===== config.mk =====
export PLATFORM = sky130hd
export DESIGN_NAME = rotary_dial_decoder
export DESIGN_NICKNAME = d
export VERILOG_FILES = /design/src/rtl/dial_pkg.sv /design/src/rtl/dial_debounce.sv /design/src/rtl/rotary_dial_decoder.sv
export SDC_FILE = /design/constraint.sdc
export NUM_CORES = 1
export LEC_CHECK = 0
export ABC_AREA = 1
export CAP_MARGIN = 0
export CORE_MARGIN = 2
export CORE_UTILIZATION = 55
export DETAILED_ROUTE_END_ITERATION = 10
export HOLD_SLACK_MARGIN = 0.15
export PLACE_DENSITY = 0.8
export SYNTH_ARGS = -nofsm -noshare
export SYNTH_HDL_FRONTEND = slang
export SYNTH_HIERARCHICAL = 1
export SYNTH_SLANG_ARGS = --single-unit

===== constraint.sdc =====
create_clock -name clk_clk -period 4.6 [get_ports clk_clk]
set_clock_uncertainty 0.2 [all_clocks]
set_input_delay 0.46 -clock clk_clk [delete_from_list [all_inputs] [get_ports clk_clk]]
set_output_delay 0.46 -clock clk_clk [all_outputs]
set_load 0.02 [all_outputs]

===== src/rtl/dial_pkg.sv =====
// Shared types and constants for the rotary dial decoder.
// Quadrature states follow the Gray order 00 -> 01 -> 11 -> 10 -> 00 for clockwise rotation.
package dial_pkg;

    // Reset value for the per-channel debounce length: 20 us at 50 MHz.
    localparam int unsigned DefaultDebounceCycles = 1000;

    // Filtered {a, b} pair, with the enumerators named in clockwise order.
    typedef enum logic [1:0] {
        QuadS0 = 2'b00,
        QuadS1 = 2'b01,
        QuadS2 = 2'b11,
        QuadS3 = 2'b10
    } quad_state_e;

    // Sub-step result, stored as a two's complement value (+1 / 0 / -1).
    // The one spare code marks a jump of two positions, where both bits changed.
    typedef enum logic [1:0] {
        SubZero    = 2'b00,
        SubPlus    = 2'b01,
        SubIllegal = 2'b10,
        SubMinus   = 2'b11
    } substep_e;

    // Position of a state along the clockwise Gray sequence.
    function automatic logic [1:0] gray_index(input quad_state_e s);
        logic [1:0] idx;
        case (s)
            QuadS0:  idx = 2'd0;
            QuadS1:  idx = 2'd1;
            QuadS2:  idx = 2'd2;
            default: idx = 2'd3;
        endcase
        return idx;
    endfunction

    // Distance moved modulo 4: 1 is clockwise, 3 is counter-clockwise, and 2 is illegal.
    function automatic substep_e quad_decode(input quad_state_e prev, input quad_state_e cur);
        logic [1:0] diff;
        substep_e   sub;
        diff = gray_index(cur) - gray_index(prev);
        case (diff)
            2'd0:    sub = SubZero;
            2'd1:    sub = SubPlus;
            2'd3:    sub = SubMinus;
            default: sub = SubIllegal;
        endcase
        return sub;
    endfunction

endpackage


===== src/rtl/dial_debounce.sv =====
// Debounce filter for one channel. The filtered level takes a new value only after the
// input has differed from it for DEBOUNCE_CYCLES consecutive cycles.
// DEBOUNCE_CYCLES must be at least 1.
module dial_debounce
    import dial_pkg::*;
#(
    parameter int unsigned DEBOUNCE_CYCLES = DefaultDebounceCycles
) (
    input  logic clk_clk,
    input  logic reset_reset_n,
    input  logic raw,
    output logic filtered
);

    localparam int unsigned CntW = $clog2(DEBOUNCE_CYCLES + 1);

    logic [CntW-1:0] cnt_q, cnt_d;
    logic            filt_q, filt_d;

    // Count the cycles in which the input differs from the filtered level.
    // When the input matches the filtered level again, the count goes back to 0.
    always_comb begin
        cnt_d  = '0;
        filt_d = filt_q;
        if (raw != filt_q) begin
            if (cnt_q == CntW'(DEBOUNCE_CYCLES - 1)) begin
                filt_d = raw;
            end else begin
                cnt_d = cnt_q + CntW'(1);
            end
        end
    end

    // Counter and filtered-level registers.
    always_ff @(posedge clk_clk or negedge reset_reset_n) begin
        if (!reset_reset_n) begin
            cnt_q  <= '0;
            filt_q <= 1'b0;
        end else begin
            cnt_q  <= cnt_d;
            filt_q <= filt_d;
        end
    end

    assign filtered = filt_q;

endmodule


===== src/rtl/rotary_dial_decoder.sv =====
// Quadrature rotary dial decoder. It produces an 8-bit wrapping position, a step pulse,
// the direction of the last step, and an error pulse on an illegal transition.
// Defining ROTARY_DIAL_DEBOUNCE_EN adds a debounce filter on each channel; without it,
// the synchroniser outputs are decoded directly.
// STEPS_PER_DETENT takes the values 1, 2 or 4.
module rotary_dial_decoder
    import dial_pkg::*;
#(
    parameter int unsigned DEBOUNCE_CYCLES  = DefaultDebounceCycles,
    parameter int unsigned STEPS_PER_DETENT = 4
) (
    input  logic       clk_clk,
    input  logic       reset_reset_n,
    input  logic       quad_a,
    input  logic       quad_b,
    input  logic       clear,
    output logic [7:0] count,
    output logic       step,
    output logic       dir,
    output logic       error
);

    localparam logic signed [3:0] DetentPos = 4'(STEPS_PER_DETENT);
    localparam logic signed [3:0] DetentNeg = -DetentPos;

    logic [1:0] sync_a_q, sync_b_q;
    logic       filt_a, filt_b;

    // Two-flop synchronisers on the asynchronous encoder inputs.
    always_ff @(posedge clk_clk or negedge reset_reset_n) begin
        if (!reset_reset_n) begin
            sync_a_q <= '0;
            sync_b_q <= '0;
        end else begin
            sync_a_q <= {sync_a_q[0], quad_a};
            sync_b_q <= {sync_b_q[0], quad_b};
        end
    end

`ifdef ROTARY_DIAL_DEBOUNCE_EN
    dial_debounce #(
        .DEBOUNCE_CYCLES (DEBOUNCE_CYCLES)
    ) u_debounce_a (
        .clk_clk       (clk_clk),
        .reset_reset_n (reset_reset_n),
        .raw           (sync_a_q[1]),
        .filtered      (filt_a)
    );

    dial_debounce #(
        .DEBOUNCE_CYCLES (DEBOUNCE_CYCLES)
    ) u_debounce_b (
        .clk_clk       (clk_clk),
        .reset_reset_n (reset_reset_n),
        .raw           (sync_b_q[1]),
        .filtered      (filt_b)
    );
`else
    assign filt_a = sync_a_q[1];
    assign filt_b = sync_b_q[1];

    // The debounce length does nothing in this build.
    logic unused_debounce;
    assign unused_debounce = ^DEBOUNCE_CYCLES;
`endif

    quad_state_e       cur_state;
    quad_state_e       prev_q, prev_d;
    logic              primed_q, primed_d;
    logic signed [3:0] acc_q, acc_d;
    logic signed [3:0] acc_sum;
    logic        [7:0] count_q, count_d;
    logic              dir_q, dir_d;
    logic              step_q, step_d;
    logic              error_q, error_d;
    substep_e          sub;

    assign cur_state = quad_state_e'({filt_a, filt_b});

    // Decode each sub-step and update the accumulator, the position and the pulses.
    // The first cycle after reset only records the current state.
    always_comb begin
        prev_d   = cur_state;
        primed_d = 1'b1;
        acc_d    = acc_q;
        acc_sum  = acc_q;
        count_d  = count_q;
        dir_d    = dir_q;
        step_d   = 1'b0;
        error_d  = 1'b0;
        sub      = quad_decode(prev_q, cur_state);

        if (primed_q) begin
            unique case (sub)
                SubPlus:    acc_sum = acc_q + 4'sd1;
                SubMinus:   acc_sum = acc_q - 4'sd1;
                SubIllegal: begin
                    acc_sum = '0;
                    error_d = 1'b1;
                end
                default:    acc_sum = acc_q;
            endcase

            if (acc_sum == DetentPos) begin
                acc_sum = '0;
                count_d = count_q + 8'd1;
                dir_d   = 1'b1;
                step_d  = 1'b1;
            end else if (acc_sum == DetentNeg) begin
                acc_sum = '0;
                count_d = count_q - 8'd1;
                dir_d   = 1'b0;
                step_d  = 1'b1;
            end
            acc_d = acc_sum;
        end

        // Clear wins over a step in the same cycle and leaves the direction as it was.
        if (clear) begin
            count_d = '0;
            acc_d   = '0;
            step_d  = 1'b0;
            dir_d   = dir_q;
        end
    end

    // Decoder state registers.
    always_ff @(posedge clk_clk or negedge reset_reset_n) begin
        if (!reset_reset_n) begin
            prev_q   <= QuadS0;
            primed_q <= 1'b0;
            acc_q    <= '0;
            count_q  <= '0;
            dir_q    <= 1'b1;
            step_q   <= 1'b0;
            error_q  <= 1'b0;
        end else begin
            prev_q   <= prev_d;
            primed_q <= primed_d;
            acc_q    <= acc_d;
            count_q  <= count_d;
            dir_q    <= dir_d;
            step_q   <= step_d;
            error_q  <= error_d;
        end
    end

    assign count = count_q;
    assign step  = step_q;
    assign dir   = dir_q;
    assign error = error_q;

endmodule


Word-level counts from Yosys, hierarchy flattened
Cells that the tools add are included.

Output and inout bits: 11. Register bits after elaboration: 22.

Equal/unequal tests: 11. $add $sub $neg: 5. Reduce and logical (&&, ||, !) cells: 8. Bitwise logic cells: 1. Multiplexer cells: 21.

Operator list (number): $mux 8 (4); $mux 4 (5); $pmux 2 s3 (3); $pmux 4 s3 (1); $eq 2x2->1 const B (5); $add 8x1->8 const B (1); $eq 2x1->1 const B (4); $mux 1 (8); $sub 8x1->8 const B (1); $logic_not 2->1 (3); $add 4x2->4 const B (1); $eq 4x3->1 const B (1); $eq 4x4->1 const B (1); $reduce_bool 2->1 (2); $sub 4x2->4 const B (1); $reduce_and 3->1 (1); $reduce_bool 3->1 (1); $reduce_and 2->1 (1); $sub 2x2->2 (1); $not 1->1 (1).

Longest topological paths before layout
Gate-level depths: netlist (run 1).

Depth after elaboration: 13. Mapped depth: 36.

Worst setup path before layout (run 1)
OpenSTA, ideal clock, no wires.

Path kind: reg2reg. Start: register sync_a_q[1]. End: register count_q[7] (netlist: count[7]). Cell stages (with the launch flop): 30. Data required time: 4.283 ns. Path slack: 0.468 ns. Arrival time: 3.815 ns. Cell sequence: dfrtp_1 > ha_1 > ha_1 > inv_2 > nand3_2 > nand2_1 > nand2_1 > inv_1 > ha_1 > inv_1 > o22ai_2 > nor2_4 > inv_2 > nor2_8 > nand3_2 > ha_1 > a21oi_1 > nand2_1 > nand2_1 > nand2_1 > a21oi_1 > nor2_1 > o21ai_0 > nand2_1 > nand2_1 > nand2_1 > inv_1 > nand3_1 > nand3_1 > nand2_1.

Word-level cells in the longest chain between the ends: 12. Elaborated cells between the ends (all ways): 21. Classes of those cells: add/sub (1); eq/ne (9); mux (7); reduce/logical (4).

RTL lines: from (decl) (RTL line rotary_dial_decoder.sv:26) `logic [1:0] sync_a_q, sync_b_q;`; from (signal assigned) (RTL line rotary_dial_decoder.sv:35) `sync_a_q <= {sync_a_q[0], quad_a};`; $eq 2x2->1 (tied with other cells) (RTL line dial_pkg.sv:28) `case (s)`; $pmux 2 s3 * (RTL line dial_pkg.sv:28); $sub 2x2->2 * (RTL line dial_pkg.sv:41) `diff = gray_index(cur) - gray_index(prev);`; $eq 2x2->1 (tied with other cells) (RTL line dial_pkg.sv:42) `case (diff)`; $pmux 2 s3 * (RTL line dial_pkg.sv:42); $eq 2x2->1 / $eq 2x1->1 (equally long branches) (RTL line rotary_dial_decoder.sv:94) `unique case (sub)`; $pmux 4 s3 * (RTL line rotary_dial_decoder.sv:94); $mux 4 * (RTL line rotary_dial_decoder.sv:93) `if (primed_q) begin`; $eq 4x4->1 (RTL line rotary_dial_decoder.sv:104) `if (acc_sum == DetentPos) begin`; $mux 8 (RTL line rotary_dial_decoder.sv:104); $mux 8 (RTL line rotary_dial_decoder.sv:93); $mux 8 (RTL line rotary_dial_decoder.sv:119) `if (clear) begin`; to (signal assigned) (RTL line rotary_dial_decoder.sv:141) `count_q <= count_d;`; to (decl) (RTL line rotary_dial_decoder.sv:72) `logic [7:0] count_q, count_d;`.

Every way passes the cells marked *; elsewhere a longest branch is shown, timed or not. The select of a mux whose other input is x is not followed. A chain may end at the register's enable or synchronous reset.

Worst setup path after layout (run 1)
Ends and elaborated chain as after synthesis.

==> reports/qor.yml, run 1 <==
status:
  status: "complete, no violations"
critical_path:
  cpMostUsedCell: "nand2_1"
  start_kind: "flop"
  crit_arrival_ns: 4.32
  cp_max_fo: 9
  critPathMaxStageDelay_ns: 0.43
  cp_data_required_time_ns: 4.63
  worstSetupPathType: "reg -> reg"
  cp_slowest_cell: "dfrtp_1"
  endpoint_kind: "flop"
sta:
  slew_headroom_pct: 36.9
  slew_viol_final: 0
  fin_hold_ws_ns: 0.183
  fmax_mhz: 233
  setup_viol: 0
  worst_slew_pin_slew_ns: 0.944
  fin_crit_ns: 4.29
  timing.final.hold_violations: 0
  post-route-period-util_pct: 93.3
synth:
  yosysMostFrequentCell: "nand2_1"
  synth_fp_nets: 200
  synth_cell_types: 29
  yosysWarningCount: 6
  syn_area_per_cell_um2: 8.02
  ys_ff_latch: 22
  netlist_top_cells_count: "nand2_1, inv_1, dfrtp_1"
  ys.flop_type: "dfrtp_1"
  syn_inst: 182
  ys_top_cells_by_area: "dfrtp_1, nand2_1, ha_1, inv_1, nand3_1"
  synth-edff-count: 0
  syn_area_um2: 1460
  synth_async_sr_flop_share_pct: 100
  netlist.area_leader.share_pct: 36.0
  synth_top_cell_by_area: "dfrtp_1"
  ys_seq_area_share_pct: 37.8
cells_and_area:
  finalNonFillerCells: 233
  nFillCells: 189
  antennaDiodeCount: 0
  drive_above_1_share_pct: 16.7
  final_util_pct: 70.7
  final_net_count: 222
  stdcell_area_um2: 1770
  areaGrowthSynthToFinish_pct: 21.0
power_and_ir_drop:
  sw_frac_of_total_pct: 37.7
  powerDensity_nw_per_um2: 380
  max-vdd-ir-drop_uv: 287
  leakagePower_nw: 0.883
  p_sw_w: 0.000253
  seq_power_share_pct: 34.0
  p_int_w: 0.000418
  p_total_w: 0.000671
  comb_power_share_pct: 44.0
  clock_power_share_pct: 22.0
worst_hold_path:
  hold_class: "reg -> reg"
clock_tree:
  cts_htree_levels: 1
  cts_tree: "yes"
  clockBufferDepth: 2
  clock-root-buffer: "clkbuf_4"
  clock-sinks: 22
  worst_setup_hold_path_clk_slew_ns: 0.13
  clk-insertion-delay-late_ns: 0.32
  cts_buffers: 3
floorplan:
  die_y_um: 55.5
  num_io_pins: 16
  placementRows: 18
  start_util_pct: 58.4
  die_area_um2: 3080
  die_w_um: 55.5
  fp.coreArea_um2: 2500
drt:
  vias: 1224
  wl_per_cell_um: 13.0
  drt_first_pass_iters: 4
  drt_wl_total_um: 3020
  vias_per_cell: 5.25
  drtIter0Drc: 23
  route.detailed.drc: 0
  antenna_left: 0
global_routing:
  antenna_found_initial: 0
  grt_max_degree: 23
  grt_pass1_wl_um: 4890
  grt.overflow.total: 0
  grtUsageTotal_pct: 19.5
  grt_pass1_vias: 1198
placement:
  port_buffers: 15
  hpwlAfterDp_um: 2220
  placed_area_um2: 1660
  gp_congestion: 0.817
  dp_cells: 228
run:
  max_cap_violations: 0
[state kept, by name, summed over array words and instances (netlist names)]
signal	flops
prev_q	2
sync_a_q	2
dir	1
error	1
count	8
sync_b_q	2
primed_q	1
step	1
acc_q	4
[cell families after synthesis]
group,Yosys count,synth area share [%]
flip-flops,22,37.8
other,1,0.257
XOR/XNOR,5,3.00
buffers and inverters,35,9.08
AO/OA/AOI/OAI,21,9.00
adder cells (fa/ha/maj),13,11.7
AND/OR/NAND/NOR,85,29.2
[layer usage]
metal | global-route usage, % | routed length, um | up-vias | share of wire [%]
li1 | - | - | 614 | -
met1 | 25.0 | 1370 | 579 | 45
met4 | 5.92 | 50 | 0 | 1.7
met3 | 2.58 | 68 | 6 | 2.2
met5 | 0 | 0 | - | 0
met2 | 34.0 | 1540 | 25 | 51
[metrics by stage]
step	setup slack, ns	TNS [ns]
2_1_floorplan	0.468	0
3_5_place_dp	0.161	0
4_1_cts	0.0857	0
6_report	0.309	0
5_1_grt	-0.0765	-0.0765
3_3_place_gp	0.316	0
[placed cells by master, fill, tap and decap left out, drive strengths merged, types with 3 or more instances in the layout]
cell type	n
nand2	51
inv	34
dfrtp	21
nor2	10
a21oi	4
nand3	21
clkbuf	3
ha	12
o21ai	11
xor2	4
clkdlybuf4s50	15
o22ai	3
[worst max-delay path, delay by kind of cell, from the launching register on]
family                   cells  cell delay (ns)
AND/OR/NAND/NOR             19             1.61
adder cells (fa/ha/maj)      4             1.13
AO/OA/AOI/OAI                3             0.50
flip-flops                   1             0.43
buffers and inverters        5             0.33
[timing repair]
item                                    4_1_cts  5_1_grt
buffers inserted                              0        1
hold buffers                                  0        0
hold endpoints to repair                      0        0
endpoints found under the setup margin        0        2
resized for setup                             0        9
[area by class of cell]
cell class                 instances  area, um^2  area share, %
tap                               30        37.5           2.12
clock inverter                     1        30.0           1.70
inverter                          35         135           7.65
multi-input combinational        125         825           46.7
timing repair buffer              17         165           9.35
clock buffer                       3        22.5           1.27
sequential                        22         552           31.2
[power groups by stage]
stage | clock network (W) | logic, W | registers, W
global route | 0.000160 | 0.000328 | 0.000230
CTS | 0.000151 | 0.000269 | 0.000226
detailed placement | 0 | 0.000267 | 0.000230
floorplan | 0 | 0.000189 | 0.000241
global placement | 0 | 0.000259 | 0.000229
finish | 0.000148 | 0.000295 | 0.000228
[final timing paths]
path	startpoint	slack [ns]	cells after the start	end
max in group asynchronous	reset_reset_n	3.16	1	count[0]
worst max register to register	sync_a_q[1]	0.31	31	count[7]
worst max-delay path	sync_a_q[1]	0.31	31	count[7]
worst min register to register	sync_a_q[0]	0.18	0	sync_a_q[1]
worst min-delay path	sync_a_q[0]	0.18	0	sync_a_q[1]
min in group asynchronous	reset_reset_n	0.45	1	count[2]
Note: power is estimated with default switching activity, not from simulation.
==> inputs of run 2 (changes only) <==
- PLACE_DENSITY: 0.8 -> 0.78
==> run 2 against run 1 <==
Worst hold slack worse by 0.017 ns. Core utilization decreased by 0.80 points. Register-to-register slack is essentially flat. Global-route usage increased by 1.4 points. Sequential share of layout area rose by 0.36 points. First-iteration DRC count up 13%. Clock power fell by 40%. Fmax grew 0.25%. Wire length grew 4.7%. Total power shrank 7.6%. Critical path depth shrank 3.
==> reports/qor.yml, run 2 (synthesis gave the netlist of run 1 again) <==
status:
  status: "complete, no violations"
global_routing:
  grtUsageTotal_pct: 20.9
  grt_pass1_vias: 1266
  antenna_found_initial: 0
  grt_pass1_wl_um: 5260
  grt_max_degree: 23
  grt.overflow.total: 0
sta:
  timing.final.hold_violations: 0
  finalSetupTns_ns: 0
  post-route-period-util_pct: 93.0
  slew_viol_final: 0
  fmax_mhz: 234
  worst_slew_pin_slew_ns: 0.963
  fin_crit_ns: 4.28
  setup_viol: 0
  slew_headroom_pct: 35.6
floorplan:
  die_y_um: 55.5
  die_area_um2: 3080
  num_io_pins: 16
  start_util_pct: 58.4
  fp.coreArea_um2: 2500
  die_w_um: 55.5
  placementRows: 18
cells_and_area:
  finalNonFillerCells: 235
  nFillCells: 207
  mostFrequentLayoutCells: "nand2_1, inv_1, dfrtp_1"
  antennaDiodeCount: 0
  largest_reg_flops: 8
  mostFrequentLayoutCell: "nand2_1"
  areaGrowthSynthToFinish_pct: 19.6
  drive_above_1_share_pct: 17.1
  final_net_count: 224
drt:
  drt_first_pass_iters: 4
  wl_per_cell_um: 13.5
  route.detailed.drc: 0
  vias: 1252
  antenna_left: 0
  vias_per_cell: 5.33
  drt_wl_total_um: 3170
  drtIter0Drc: 26
power_and_ir_drop:
  leakagePower_nw: 0.880
  clock_power_share_pct: 14.4
  seq_power_share_pct: 36.7
  sw_frac_of_total_pct: 40.7
  max-vdd-ir-drop_uv: 247
  powerDensity_nw_per_um2: 355
  p_sw_w: 0.000252
  comb_power_share_pct: 48.9
  p_int_w: 0.000367
  p_total_w: 0.000620
clock_tree:
  worst_setup_hold_path_clk_slew_ns: 0.11
  cts_buffers: 3
  cts_tree: "yes"
  holdBufCountCts: 0
  clock-root-buffer: "clkbuf_4"
  clk-insertion-delay-late_ns: 0.31
  clockBufferDepth: 2
  clock-sinks: 22
  cts_htree_levels: 1
critical_path:
  critPathMaxStageDelay_ns: 0.43
  critical_path_buf_inv_count: 6
  cp_data_required_time_ns: 4.61
  cp_slowest_cell: "dfrtp_1"
  cp_max_fo: 9
  worstSetupPathType: "reg -> reg"
  crit_arrival_ns: 4.29
  cp_top_family: "simple AND/OR/NAND/NOR gates"
  start_kind: "flop"
  endpoint_kind: "flop"
  cpMostUsedCell: "nand2_1"
placement:
  hpwlAfterDp_um: 2280
  port_buffers: 15
  gp_congestion: 0.797
  dp_cells: 228
worst_hold_path:
  hold_class: "reg -> reg"
run:
  max_cap_violations: 0
[run 2: cell types whose count changed in the layout (fill, tap and decap cells not counted)]
cell	before	now
ha_1	9	10
buf_4	2	4
bufinv_16	1	0
o21ai_1	7	6
clkbuf_1	0	1
ha_4	2	1
o21ai_2	0	1
[run 2: cell type report]
type	count	area (um^2)	area share [%]
sequential	22	552	31.6
multi-input combinational	125	816	46.7
tap	30	37.5	2.15
inverter	35	135	7.74
clock buffer	4	26.3	1.50
timing repair buffer	19	180	10.3
[run 2: final timing paths]
path,from,endpoint,slack [ns],cells after the start
setup reg to reg,sync_a_q[1],count[7],0.32,28
min in group asynchronous,reset_reset_n,count[2],0.48,1
hold reg to reg,sync_a_q[0],sync_a_q[1],0.17,0
hold / removal,sync_a_q[0],sync_a_q[1],0.17,0
setup / recovery,sync_a_q[1],count[7],0.32,28
max in group asynchronous,reset_reset_n,acc_q[3],3.15,1
[run 2: worst register-to-register path: cells and delay by family (launching register included)]
family	cells	cell delay, ns
AO/OA/AOI/OAI	3	0.41
AND/OR/NAND/NOR	15	1.33
buffers and inverters	6	0.53
flip-flops	1	0.43
adder cells (fa/ha/maj)	4	1.30
[run 2: timing repair]
action | in CTS | in global routing
endpoints found under the setup margin | 0 | 1
buffers inserted | 0 | 3
gates resized for setup | 0 | 9
[run 2: metal layers]
metal	wire [um]	track usage [%]	vias to the layer above
met5	0	0	-
met4	50	6.97	0
met3	72	1.87	6
met2	1690	39.3	26
met1	1350	24.6	600
li1	-	-	620
[run 2: power by group through the flow]
stage          logic (W)  registers, W  clock network (W)
6_report        0.000303      0.000227          0.0000894
3_3_place_gp    0.000259      0.000229                  0
5_1_grt         0.000334      0.000230          0.0000986
2_1_floorplan   0.000189      0.000241                  0
3_5_place_dp    0.000268      0.000230                  0
4_1_cts         0.000271      0.000226          0.0000915
[run 2: stage by stage]
| step | instance area, um^2 | util (%) | setup slack [ns] | hold slack, ns |
|---|---|---|---|---|
| floorplan | 1460 | - | 0.468 | -0.0356 |
| global placement | 1660 | 66.2 | 0.227 | 0.154 |
| detailed placement | 1660 | 66.2 | 0.160 | 0.142 |
| CTS | 1680 | 67.3 | 0.0659 | 0.169 |
| global route | 1750 | 69.9 | -0.0325 | 0.182 |
| finish | 1750 | 69.9 | 0.320 | 0.166 |
==> inputs of run 3 (changes only) <==
--- a/config.mk
+++ b/config.mk
@@ -10,9 +10,8 @@
 export CORE_MARGIN = 2
-export CORE_UTILIZATION = 55
+export CORE_UTILIZATION = 60
 export DETAILED_ROUTE_END_ITERATION = 10
 export HOLD_SLACK_MARGIN = 0.15
-export PLACE_DENSITY = 0.78
+export PLACE_DENSITY = 0.84
 export SYNTH_ARGS = -nofsm -noshare
 export SYNTH_HDL_FRONTEND = slang
-export SYNTH_HIERARCHICAL = 1
 export SYNTH_SLANG_ARGS = --single-unit
==> constraint.sdc (replaced) <==
create_clock -name clk_clk -period 5.1 [get_ports clk_clk]
set_clock_uncertainty 0.2 [all_clocks]
set_input_delay 1.02 -clock clk_clk [delete_from_list [all_inputs] [get_ports clk_clk]]
set_output_delay 1.02 -clock clk_clk [all_outputs]
set_load 0.02 [all_outputs]
==> run 3 against run 2 <==
Critical path depth increased by 1. Cell count is 2.6% lower. Non-clock buffer count down 4. Register-to-register slack better by 0.09 ns. Clock-buffer cell count unchanged. Worst hold slack got worse by 0.0052 ns. First-iteration DRC count is 3.8% lower. Clock power is 2% higher. Sequential cell count unchanged. Cell area is 3.3% lower.
==> reports/qor.yml, run 3 <==
placement:
  hpwlAfterDp_um: 2350
  gp_congestion: 0.832
  port_buffers: 15
  placed_area_um2: 1650
  dp_cells: 225
  place_ws_ns: 0.361
global_routing:
  grtUsageTotal_pct: 24.2
  grt_max_degree: 23
  grt_pass1_vias: 1250
  antenna_found_initial: 0
  grt.overflow.total: 0
  grt_pass1_wl_um: 5010
sta:
  finalSetupTns_ns: 0
  slew_headroom_pct: 35.0
  post-route-period-util_pct: 92.0
  timing.final.hold_violations: 0
  slew_viol_final: 0
  setup_viol: 0
  worst_slew_pin_slew_ns: 0.972
  fin_crit_ns: 4.69
  fmax_mhz: 213
  setup_slack_ns: 0.410
  rsz0062_at_grt: "no"
power_and_ir_drop:
  seq_power_share_pct: 37.6
  p_sw_w: 0.000214
  comb_power_share_pct: 45.6
  p_total_w: 0.000543
  p_int_w: 0.000329
  leakagePower_nw: 0.866
  clock_power_share_pct: 16.8
  max-vdd-ir-drop_uv: 286
  sw_frac_of_total_pct: 39.4
  powerDensity_nw_per_um2: 322
critical_path:
  rr_startpoint: "sync_a_q[1]"
  start_kind: "flop"
  endpoint_kind: "flop"
  worstSetupPathType: "reg -> reg"
  cp_max_fo: 9
  crit_arrival_ns: 4.69
  cpMostUsedCell: "nand2_1"
  cp_data_required_time_ns: 5.10
  cp_slowest_cell: "dfrtp_1"
  crit_start: "sync_a_q[1]"
  critPathMaxStageDelay_ns: 0.41
synth:
  synthXorXnorAreaFrac_pct: 3.00
  synth_async_sr_flop_share_pct: 100
  synth_cell_types: 29
  synth-edff-count: 0
  muxShareOfSynthArea_pct: 0
  synth_top_cell_by_area: "dfrtp_1"
  netlist_top_cells_count: "nand2_1, inv_1, dfrtp_1"
  ys_ff_latch: 22
  synth_compound_area_share_pct: 9.00
  synth_adder_area_share_pct: 11.7
  yosys.area_share.simple_pct: 29.2
  ys_top_cells_by_area: "dfrtp_1, nand2_1, ha_1, inv_1, nand3_1"
  yosysWarningCount: 0
  synth_top_family_by_area: "simple AND/OR/NAND/NOR gates"
  synth_fp_nets: 200
  ys.flop_type: "dfrtp_1"
  syn_inst: 182
  netlist.area_leader.share_pct: 36.0
  ys_seq_area_share_pct: 37.8
  syn_area_per_cell_um2: 8.02
  yosysMostFrequentCell: "nand2_1"
  syn_area_um2: 1460
cells_and_area:
  stdcell_area_um2: 1690
  mostFrequentLayoutCells: "nand2_1, inv_1, dfrtp_1"
  final_net_count: 220
  antennaDiodeCount: 0
  finalNonFillerCells: 229
  drive_above_1_share_pct: 13.4
  areaGrowthSynthToFinish_pct: 15.7
  largest_reg_flops: 8
  mostFrequentLayoutCell: "nand2_1"
worst_hold_path:
  hold_class: "reg -> reg"
  hold_start: "sync_a_q[0]"
floorplan:
  fp.coreArea_um2: 2250
  die_w_um: 53.3
  num_io_pins: 16
  die_y_um: 53.3
  placementRows: 17
  start_util_pct: 64.8
  die_area_um2: 2840
drt:
  drt_first_pass_iters: 5
  route.detailed.drc: 0
  antenna_left: 0
  drtIter0Drc: 25
  drt_wl_total_um: 2920
  wl_per_cell_um: 12.8
  vias: 1210
  vias_per_cell: 5.28
clock_tree:
  cts_htree_levels: 1
  cts_buffers: 3
  clock-root-buffer: "clkbuf_4"
  clk-insertion-delay-late_ns: 0.29
  cts_tree: "yes"
  clock-sinks: 22
  worst_setup_hold_path_clk_slew_ns: 0.12
  holdBufCountCts: 0
  clockBufferDepth: 2
run:
  max_cap_violations: 0
status:
  status: "complete, no violations"
[run 3: repair_timing]
item | in CTS | in global routing
resized for setup | 0 | 1
setup endpoints to repair | 0 | 1
setup buffers | 0 | 0
[run 3: cells by family (layout without fill, tap and decap cells)]
kind of cell | Yosys count | after routing
simple gates | 85 | 85
buf+inv | 35 | 54
flops | 22 | 22
compound gates | 21 | 21
fa+ha+maj | 13 | 13
xor+xnor | 5 | 5
other cells | 1 | 1
[run 3: cell type report]
type                            count  area [um^2]
Inverter                           35          133
Sequential cell                    22          552
Clock buffer                        4         36.3
Tap cell                           28         35.0
Fill cell                         185          566
Timing Repair Buffer               15          150
Multi-Input combinational cell    125          783
[run 3: final timing paths]
kind	slack, ns	endpoint	cells past startpoint
min in group asynchronous	1.05	count[4]	1
max in group asynchronous	3.05	sync_a_q[0]	1
worst min-delay path	0.16	sync_a_q[1]	0
worst max register to register	0.41	count[7]	29
worst min register to register	0.16	sync_a_q[1]	0
worst max-delay path	0.41	count[7]	29
[run 3: through the flow]
stage | utilization [%] | hold WS, ns
finish | 74.9 | 0.161
floorplan | - | 0.131
global placement | 73.0 | 0.133
CTS | 74.6 | 0.167
detailed placement | 73.0 | 0.139
global route | 74.9 | 0.171
[run 3: per-layer routing]
layer,up-vias,wire (um),track usage [%]
met5,-,0,0
met4,0,25,7.69
met3,2,74,3.11
met2,18,1510,44.4
met1,576,1310,28.8
li1,614,-,-
[run 3: power groups by stage]
stage | Clock [W] | Combinational (W) | Sequential (W)
floorplan | 0 | 0.000170 | 0.000217
global route | 0.000105 | 0.000276 | 0.000206
detailed placement | 0 | 0.000243 | 0.000207
global placement | 0 | 0.000229 | 0.000206
finish | 0.0000914 | 0.000248 | 0.000204
CTS | 0.0000948 | 0.000245 | 0.000204
[run 3: critical path: cells and delay by family, from the launching register on]
family,cells,cell delay [ns]
AOI/OAI and AO/OA,4,0.72
DFF,1,0.41
and+or+nand+nor,16,1.45
buffers and inverters,5,0.49
adders and majority gates,4,1.31
